==> config.mk <==
export PLATFORM = sky130hd
export DESIGN_NAME = mii_tx
export DESIGN_NICKNAME = d
export VERILOG_FILES = /design/src/rtl/mii_pkg.sv /design/src/rtl/mii_crc32_nibble.sv /design/src/rtl/mii_tx.sv
export SDC_FILE = /design/constraint.sdc
export NUM_CORES = 1
export LEC_CHECK = 0
export CORE_MARGIN = 2
export CORE_UTILIZATION = 55
export CTS_BUF_LIST = sky130_fd_sc_hd__clkbuf_8
export DETAILED_ROUTE_END_ITERATION = 8
export HOLD_SLACK_MARGIN = 0.06
export PLACE_DENSITY = 0.78
export SKIP_LAST_GASP = 1
export SYNTH_ARGS = -nofsm -noshare
export SYNTH_HDL_FRONTEND = slang
export SYNTH_HIERARCHICAL = 1
export SYNTH_SLANG_ARGS = --single-unit
==> constraint.sdc <==
create_clock -name mii_clk -period 2.64 [get_ports mii_clk]
set_input_delay 0.792 -clock mii_clk [delete_from_list [all_inputs] [get_ports mii_clk]]
set_output_delay 0.792 -clock mii_clk [all_outputs]
set_load 0.02 [all_outputs]
==> src/rtl/mii_pkg.sv <==
// Shared MII definitions: framer/receiver state encoding, preamble/SFD nibbles
// and the reflected CRC-32 constants used for the Ethernet FCS.
package mii_pkg;

  typedef enum logic [2:0] {
    ST_IDLE,
    ST_PRE,
    ST_SFD,
    ST_DLO,
    ST_DHI,
    ST_FCS,
    ST_IFG,
    ST_ABORT
  } mii_state_t;

  localparam logic [3:0]  PREAMBLE_NIBBLE = 4'h5;
  localparam logic [3:0]  SFD_NIBBLE      = 4'hD;
  localparam logic [31:0] CRC32_POLY_REFL = 32'hEDB88320;
  localparam logic [31:0] CRC32_INIT      = 32'hFFFFFFFF;

endpackage

==> src/rtl/mii_crc32_nibble.sv <==
// Combinational reflected CRC-32 update by one 4-bit nibble (bit 0 first),
// shared by the MII transmit framer and the receiver's FCS checker.
module mii_crc32_nibble
  import mii_pkg::*;
(
  input  logic [31:0] crc,
  input  logic [3:0]  nibble,
  output logic [31:0] crc_next
);

  always_comb begin
    crc_next = crc ^ {28'd0, nibble};
    for (int i = 0; i < 4; i++) begin
      crc_next = crc_next[0] ? ((crc_next >> 1) ^ CRC32_POLY_REFL) : (crc_next >> 1);
    end
  end

endmodule

==> src/rtl/mii_tx.sv <==
// MII transmit framer: preamble/SFD, low-nibble-first payload, optional FCS,
// inter-frame gap. Define MII_TX_FCS_EN to append the CRC-32 FCS in hardware.
module mii_tx
  import mii_pkg::*;
#(
  parameter int IFG_NIBBLES      = 24,
  parameter int PREAMBLE_NIBBLES = 15
) (
  input  logic       mii_clk,
  input  logic       reset,
  input  logic [7:0] tx_data,
  input  logic       tx_valid,
  input  logic       tx_last,
  output logic       tx_ready,
  output logic       tx_busy,
  output logic       tx_underrun,
  output logic       mii_tx_en,
  output logic [3:0] mii_txd,
  output logic       mii_tx_er
);

  localparam int CW = 16;

  mii_state_t    state;
  logic [CW-1:0] cnt;
  logic [3:0]    hi_q;
  logic          last_q;

  // Ready depends on state alone so the source never sees a combinational loop.
  assign tx_ready    = (state == ST_SFD) || ((state == ST_DHI) && !last_q);
  assign tx_busy     = (state != ST_IDLE);
  assign tx_underrun = (state == ST_ABORT);

`ifdef MII_TX_FCS_EN
  logic [31:0] crc;
  logic [31:0] crc_next;
  logic [31:0] fcs_sr;
  logic [3:0]  crc_nib;

  assign crc_nib = (state == ST_DLO) ? hi_q : tx_data[3:0];

  mii_crc32_nibble u_crc (
    .crc      (crc),
    .nibble   (crc_nib),
    .crc_next (crc_next)
  );

  // CRC follows exactly the payload nibbles placed on the pins; restarts on entry to SFD.
  always_ff @(posedge mii_clk or posedge reset) begin
    if (reset) begin
      crc    <= '0;
      fcs_sr <= '0;
    end else begin
      case (state)
        ST_PRE: if (cnt == '0) crc <= CRC32_INIT;
        ST_SFD: if (tx_valid) crc <= crc_next;
        ST_DLO: crc <= crc_next;
        ST_DHI: begin
          if (last_q)        fcs_sr <= (~crc) >> 4;
          else if (tx_valid) crc    <= crc_next;
        end
        ST_FCS:  fcs_sr <= fcs_sr >> 4;
        default: ;
      endcase
    end
  end
`endif

  // Pin registers are loaded on the edge that enters each state.
  always_ff @(posedge mii_clk or posedge reset) begin
    if (reset) begin
      state     <= ST_IDLE;
      cnt       <= '0;
      hi_q      <= '0;
      last_q    <= 1'b0;
      mii_tx_en <= 1'b0;
      mii_txd   <= '0;
      mii_tx_er <= 1'b0;
    end else begin
      case (state)
        ST_IDLE: begin
          if (tx_valid) begin
            state     <= ST_PRE;
            cnt       <= CW'(PREAMBLE_NIBBLES - 1);
            mii_tx_en <= 1'b1;
            mii_txd   <= PREAMBLE_NIBBLE;
          end
        end
        ST_PRE: begin
          if (cnt == '0) begin
            state   <= ST_SFD;
            mii_txd <= SFD_NIBBLE;
          end else begin
            cnt <= cnt - 1'b1;
          end
        end
        ST_SFD: begin
          if (tx_valid) begin
            state   <= ST_DLO;
            hi_q    <= tx_data[7:4];
            last_q  <= tx_last;
            mii_txd <= tx_data[3:0];
          end else begin
            state     <= ST_ABORT;
            mii_txd   <= '0;
            mii_tx_er <= 1'b1;
          end
        end
        ST_DLO: begin
          state   <= ST_DHI;
          mii_txd <= hi_q;
        end
        ST_DHI: begin
          if (last_q) begin
`ifdef MII_TX_FCS_EN
            state   <= ST_FCS;
            cnt     <= CW'(7);
            mii_txd <= ~crc[3:0];
`else
            state     <= ST_IFG;
            cnt       <= CW'(IFG_NIBBLES - 1);
            mii_tx_en <= 1'b0;
            mii_txd   <= '0;
`endif
          end else if (tx_valid) begin
            state   <= ST_DLO;
            hi_q    <= tx_data[7:4];
            last_q  <= tx_last;
            mii_txd <= tx_data[3:0];
          end else begin
            state     <= ST_ABORT;
            mii_txd   <= '0;
            mii_tx_er <= 1'b1;
          end
        end
`ifdef MII_TX_FCS_EN
        ST_FCS: begin
          if (cnt == '0) begin
            state     <= ST_IFG;
            cnt       <= CW'(IFG_NIBBLES - 1);
            mii_tx_en <= 1'b0;
            mii_txd   <= '0;
          end else begin
            cnt     <= cnt - 1'b1;
            mii_txd <= fcs_sr[3:0];
          end
        end
`endif
        ST_ABORT: begin
          state     <= ST_IFG;
          cnt       <= CW'(IFG_NIBBLES - 1);
          mii_tx_en <= 1'b0;
          mii_txd   <= '0;
          mii_tx_er <= 1'b0;
        end
        ST_IFG: begin
          if (cnt == '0) state <= ST_IDLE;
          else           cnt   <= cnt - 1'b1;
        end
        default: begin
          state     <= ST_IDLE;
          mii_tx_en <= 1'b0;
          mii_txd   <= '0;
          mii_tx_er <= 1'b0;
        end
      endcase
    end
  end

endmodule

==> Word-level counts from Yosys, hierarchy flattened <==
Cells that the tools add are included.
{ "totals": {"regBits": 30, "latch_bits": 0, "ram_bits": 0, "romBits": 0, "in_bits": 12, "n_memories": 0} }
{ "classes": {"add_sub_neg": 1, "n_mul": 0, "div": 0, "magnitude_cmp": 0, "n_eq_ne": 13, "shifts": 0, "muxes": 28, "bitwise": 3, "n_reduce_logical": 18} }
{ "ops": {"columns": ["op", "n"], "rows": [
  ["$pmux 16 s4", 1],
  ["$mux 16", 3],
  ["$mux 4", 6],
  ["$pmux 4 s6", 1],
  ["$pmux 3 s7", 1],
  ["$logic_not 16->1", 1],
  ["$sub 16x1->16 const B", 1],
  ["$mux 3", 5],
  ["$ne 2x2->1 const B", 7],
  ["$eq 3x3->1 const B", 3],
  ["$reduce_and 3->1", 3],
  ["$pmux 4 s2", 1],
  ["$reduce_or 4->1", 2],
  ["$mux 1", 7],
  ["$eq 3x2->1 const B", 2],
  ["$pmux 1 s3", 2],
  ["$reduce_and 2->1", 3],
  ["$reduce_and 4->1", 1],
  ["$reduce_bool 4->1", 1],
  ["$eq 3x1->1 const B", 1],
  ["$logic_not 3->1", 1],
  ["$not 1->1", 3],
  ["$reduce_bool 3->1", 1],
  ["$pmux 1 s2", 1],
  ["other kinds (5)", 5]
]} }

==> Longest topological paths before layout <==
{ "depth": {"word_depth": 4, "ltp_mapped": 7, "mapped_depth_nobuf": 7} }

==> Least setup slack after synthesis <==
No wires, ideal clock.
{ "synth_path": {"path_kind": "register -> register", "startpoint": "reg cnt[0]", "endpoint": "reg cnt[4]", "arrival_time_ns": 1.833, "required_ns": 2.511, "setup_slack_ns": 0.678, "path_stages_with_launch": 8, "synth_period_minus_slack_ns": 1.962, "path_cell_list": "dfrtp_1 > inv_1 > ha_1 > nor4b_4 > o2111ai_4 > o21a_1 > a311oi_1 > a21oi_1"} }
{ "synth_via": {"elab_chain_cells": 3} }
{ "synth_lines": {"columns": ["element", "line_no", "text"], "rows": [
  ["from (decl)", "mii_tx.sv:25", "logic [CW-1:0] cnt;"],
  ["from (signal assigned)", "mii_tx.sv:84", "cnt <= CW'(PREAMBLE_NIBBLES - 1);"],
  ["from (signal assigned)", "mii_tx.sv:94", "cnt <= cnt - 1'b1;"],
  ["from (signal assigned)", "mii_tx.sv:121", "cnt <= CW'(IFG_NIBBLES - 1);"],
  ["$sub 16x1->16 / $logic_not 16->1 (equally long branches)", null, null],
  ["$mux 16 / $ne 2x2->1 (equally long branches)", null, null],
  ["$pmux 16 s4 / $reduce_and 4->1 (equally long branches)", null, null]
]} }
Several ways; a longest one is shown, not always the timed one. The select of a mux whose other input is x is not followed.
A chain may end at the register's enable or synchronous reset.

==> Final worst setup path <==
{ "layout_path": {"startpoint": "reg last_q", "endpoint": "out tx_ready"} }
{ "layout_via": {"elab_chain_cells": 3} }
{ "layout_lines": {"columns": ["element", "line_no", "text"], "rows": [
  ["from (decl)", "mii_tx.sv:27", "logic last_q;"],
  ["from (signal assigned)", "mii_tx.sv:101", "last_q <= tx_last;"],
  ["from (signal assigned)", "mii_tx.sv:128", "last_q <= tx_last;"],
  ["$logic_not 1->1", "mii_tx.sv:30", "assign tx_ready = (state == ST_SFD) || ((state == ST_DHI) && !last_q);"],
  ["$logic_and 1x1->1", "mii_tx.sv:30", null],
  ["$logic_or 1x1->1", "mii_tx.sv:30", null],
  ["to (decl)", "mii_tx.sv:14", "output logic tx_ready,"]
]} }
Every way passes these cells.

==> impl_results.md <==
* Status: complete, no violations
* Routability cong. at approximately 0.90
* PD cells at around 1100 nW/um^2
* Global Route Usage Sum at 0.256
* # DRC at 0
* Reg clk slew, reported paths at 70 ps
* CTS Buf Count at 5
* Clock tree buffer depth at 2
* WS Path Type: reg2out
* Final WS setup at 71.7 ps
* Vias in the first global route at between 1500 and 2000
* Die area at roughly 4000 um^2
* DR iter-0 viols at ~150
* Startpoint types: register
* Worst Skew at ~8.3 ps
* Vias/cell at slightly above 6
* Yosys warnings at 6
* Die W at 62.5 um
* Post-route ant nets at 0
* # diodes at 0
* WHS at between 400 and 500 ps
* Max-Cap Viols at 0
* Syn nets at approximately 220
* Clock Sinks at 30
* Initial antenna violation count at 0
* Buffers added on ports at 20
* Area Overhead vs Synth at 21.7%
* Max-slew headroom at 0.574
* Unrepaired setup endpoints after global routing: yes
* Number of synthesized register bits at 30
* Max VDD drop at 0.595 mV
* Period minus WS final at about 2600 ps
* Largest net degree at the start of global routing at 31
* Final Hold Vio Count at 0
* Fmax at just under 400 MHz
* Mapped cell area at approximately 1900 um^2
* Primary FF master, synth: dfrtp_1
* Detailed Place HPWL at about 3.4 mm
* Io pins at 21
* Period utilisation layout at 0.973
* Drt wl/cell at between 15 and 20 um
* Endpoints failing setup at 0
* Syn Area/Cell at approximately 9 um^2
* Die Span Y at around 63 um
* Rows at 21
* Unique masters post-synth at 54
* Worst Path Required at ~1900 ps
* Setup WS pre-CTS at 110 ps
* Total power at about 2.6 mW
* Layout cells sized above 1 at 0.169
* Post-synth ARST share at 1.00
* Max FO, Critical Path at 5
* CTS tree: built
* Setup_tns at 0 ps
* Syn Inst Count at 209
* Layout Nets at approximately 250
* Leak at 0.997 nW
* Post-CTS Setup Inserts at 0
* Slew @ Worst Pin at around 640 ps
* Post-synth EDFFs at 0
* TritonRoute pass-1 iters at 4
* Worst hold path type: reg2reg
* Critical path capture point type: output port
* Post-layout util at 0.692
* Total global routing overflow at 0
* Critical path arrival at about 1800 ps
* Worst-Skew Late Latency at around 280 ps
* Via Count at roughly 1800
* Part of the Yosys area used for sequential elements at 0.399
* Global-route wire length before repair at between 7 and 8 mm
* Initial Utilization at 0.569
* H-tree depth at 2
* Final Max Tran Viols at 0
* Total Wirelength at about 4.7 mm
* Core ar. at between 3000 and 4000 um^2
* CTS root buffer: clkbuf_8
## metrics by stage
| step | cells | instance area [um^2] |
|---|---|---|
| floorplan | 209 | 1880 |
| global placement | 280 | 2200 |
| detailed placement | 280 | 2200 |
| CTS | 288 | 2290 |
| global route | 288 | 2290 |
| finish | 288 | 2290 |
## final timing paths
check	startpoint	endpoint	slack [ps]	cells past startpoint
setup / recovery	last_q	tx_ready	70	4
hold / removal	mii_txd[1]	mii_txd[1]	480	2
setup reg to reg	cnt[0]	mii_txd[3]	490	8
hold reg to reg	mii_txd[1]	mii_txd[1]	480	2
max in group asynchronous	reset	cnt[12]	1450	3
min in group asynchronous	reset	mii_tx_er	910	3
## kinds of logic (layout without fill, tap and decap cells)
logic type / count (synthesis) / after routing / synth area share
AOI/OAI and AO/OA: 65 / 65 / 0.233
xor gates and xnor gates: 7 / 7 / 0.0326
adders and majority gates: 1 / 1 / 0.00664
buffers and inverters: 18 / 51 / 0.0445
DFF: 30 / 30 / 0.399
muxes: 6 / 6 / 0.0346
and+or+nand+nor: 82 / 82 / 0.250
## Yosys cell counts (2+ instances only)
library cell,number,area (um^2)
nor4_2,2,25.0
a21oi_1,17,85.1
xnor2_1,2,17.5
o31ai_1,2,15.0
mux2_2,4,45.0
o32ai_1,2,17.5
dfrtp_1,30,751
nor2b_1,3,18.8
or4_4,2,22.5
a21o_1,2,15.0
xor2_1,5,43.8
clkbuf_1,5,18.8
nand2_1,19,71.3
inv_1,9,33.8
a31oi_1,4,25.0
nand4_1,4,25.0
o2111ai_1,3,26.3
mux2i_1,2,20.0
or3_1,2,12.5
o22ai_1,4,25.0
a21boi_0,3,22.5
nand3_1,4,20.0
o21ai_0,14,70.1
nor3_1,6,30.0
buf_6,2,22.5
o211ai_1,3,22.5
nand2b_1,2,12.5
or4_1,2,15.0
nor2_1,25,93.8
## area by class of cell
cell class	count	area, um^2
multi-input combinational	161	1050
fill	281	1020
sequential	30	751
timing repair buffer	34	308
clock buffer	6	82.6
tap	46	57.6
inverter	9	33.8
clock inverter	2	8.76
## cells in the final DEF (no fill, tap or decap), drive strengths merged, types with 3 or more instances in the layout
cell type      Yosys  final
nor2              26     26
nand3              4      4
buf                4     14
o21ai             14     14
mux2               4      4
nor2b              3      3
o22ai              4      4
o2111ai            4      4
a21oi             18     18
inv                9     10
clkbuf             5      6
o211ai             3      3
xor2               5      5
or4                4      4
nor3               7      7
a31oi              4      4
nand4              5      5
dfrtp             30     30
clkdlybuf4s50      0     19
a21boi             3      3
nand2             19     19
## sequential cells by signal, indices dropped and copies added (netlist names)
name,flops
cnt,16
last_q,1
mii_tx_er,1
hi_q,4
state,3
mii_txd,4
mii_tx_en,1
## per-layer routing
metal  up-vias  routed length [um]  global-route usage
li1        833                   -                   -
met1       875                1930               0.311
met2        59                2410               0.444
met3        12                 213              0.0613
met4         0                  99              0.0917
met5         -                   0                   0
## report_power, final
part	internal (mW)	switching (mW)
combinational	0.601	0.821
clock	0.206	0.170
sequential	0.604	0.155
total	1.41	1.15
## critical path: stages (launching register included)
cell	delay [ps]
dfrtp_1	430
nor2_1	200
mux2i_1	140
nor2_1	110
clkdlybuf4s50_1	610
## repair_timing
action / 4_1_cts / 5_1_grt
gates resized for setup: 0 / 2
hold buffers: 0 / 0
setup endpoints to repair: 0 / 3
No activity file was read; power rests on OpenSTA's default activity.
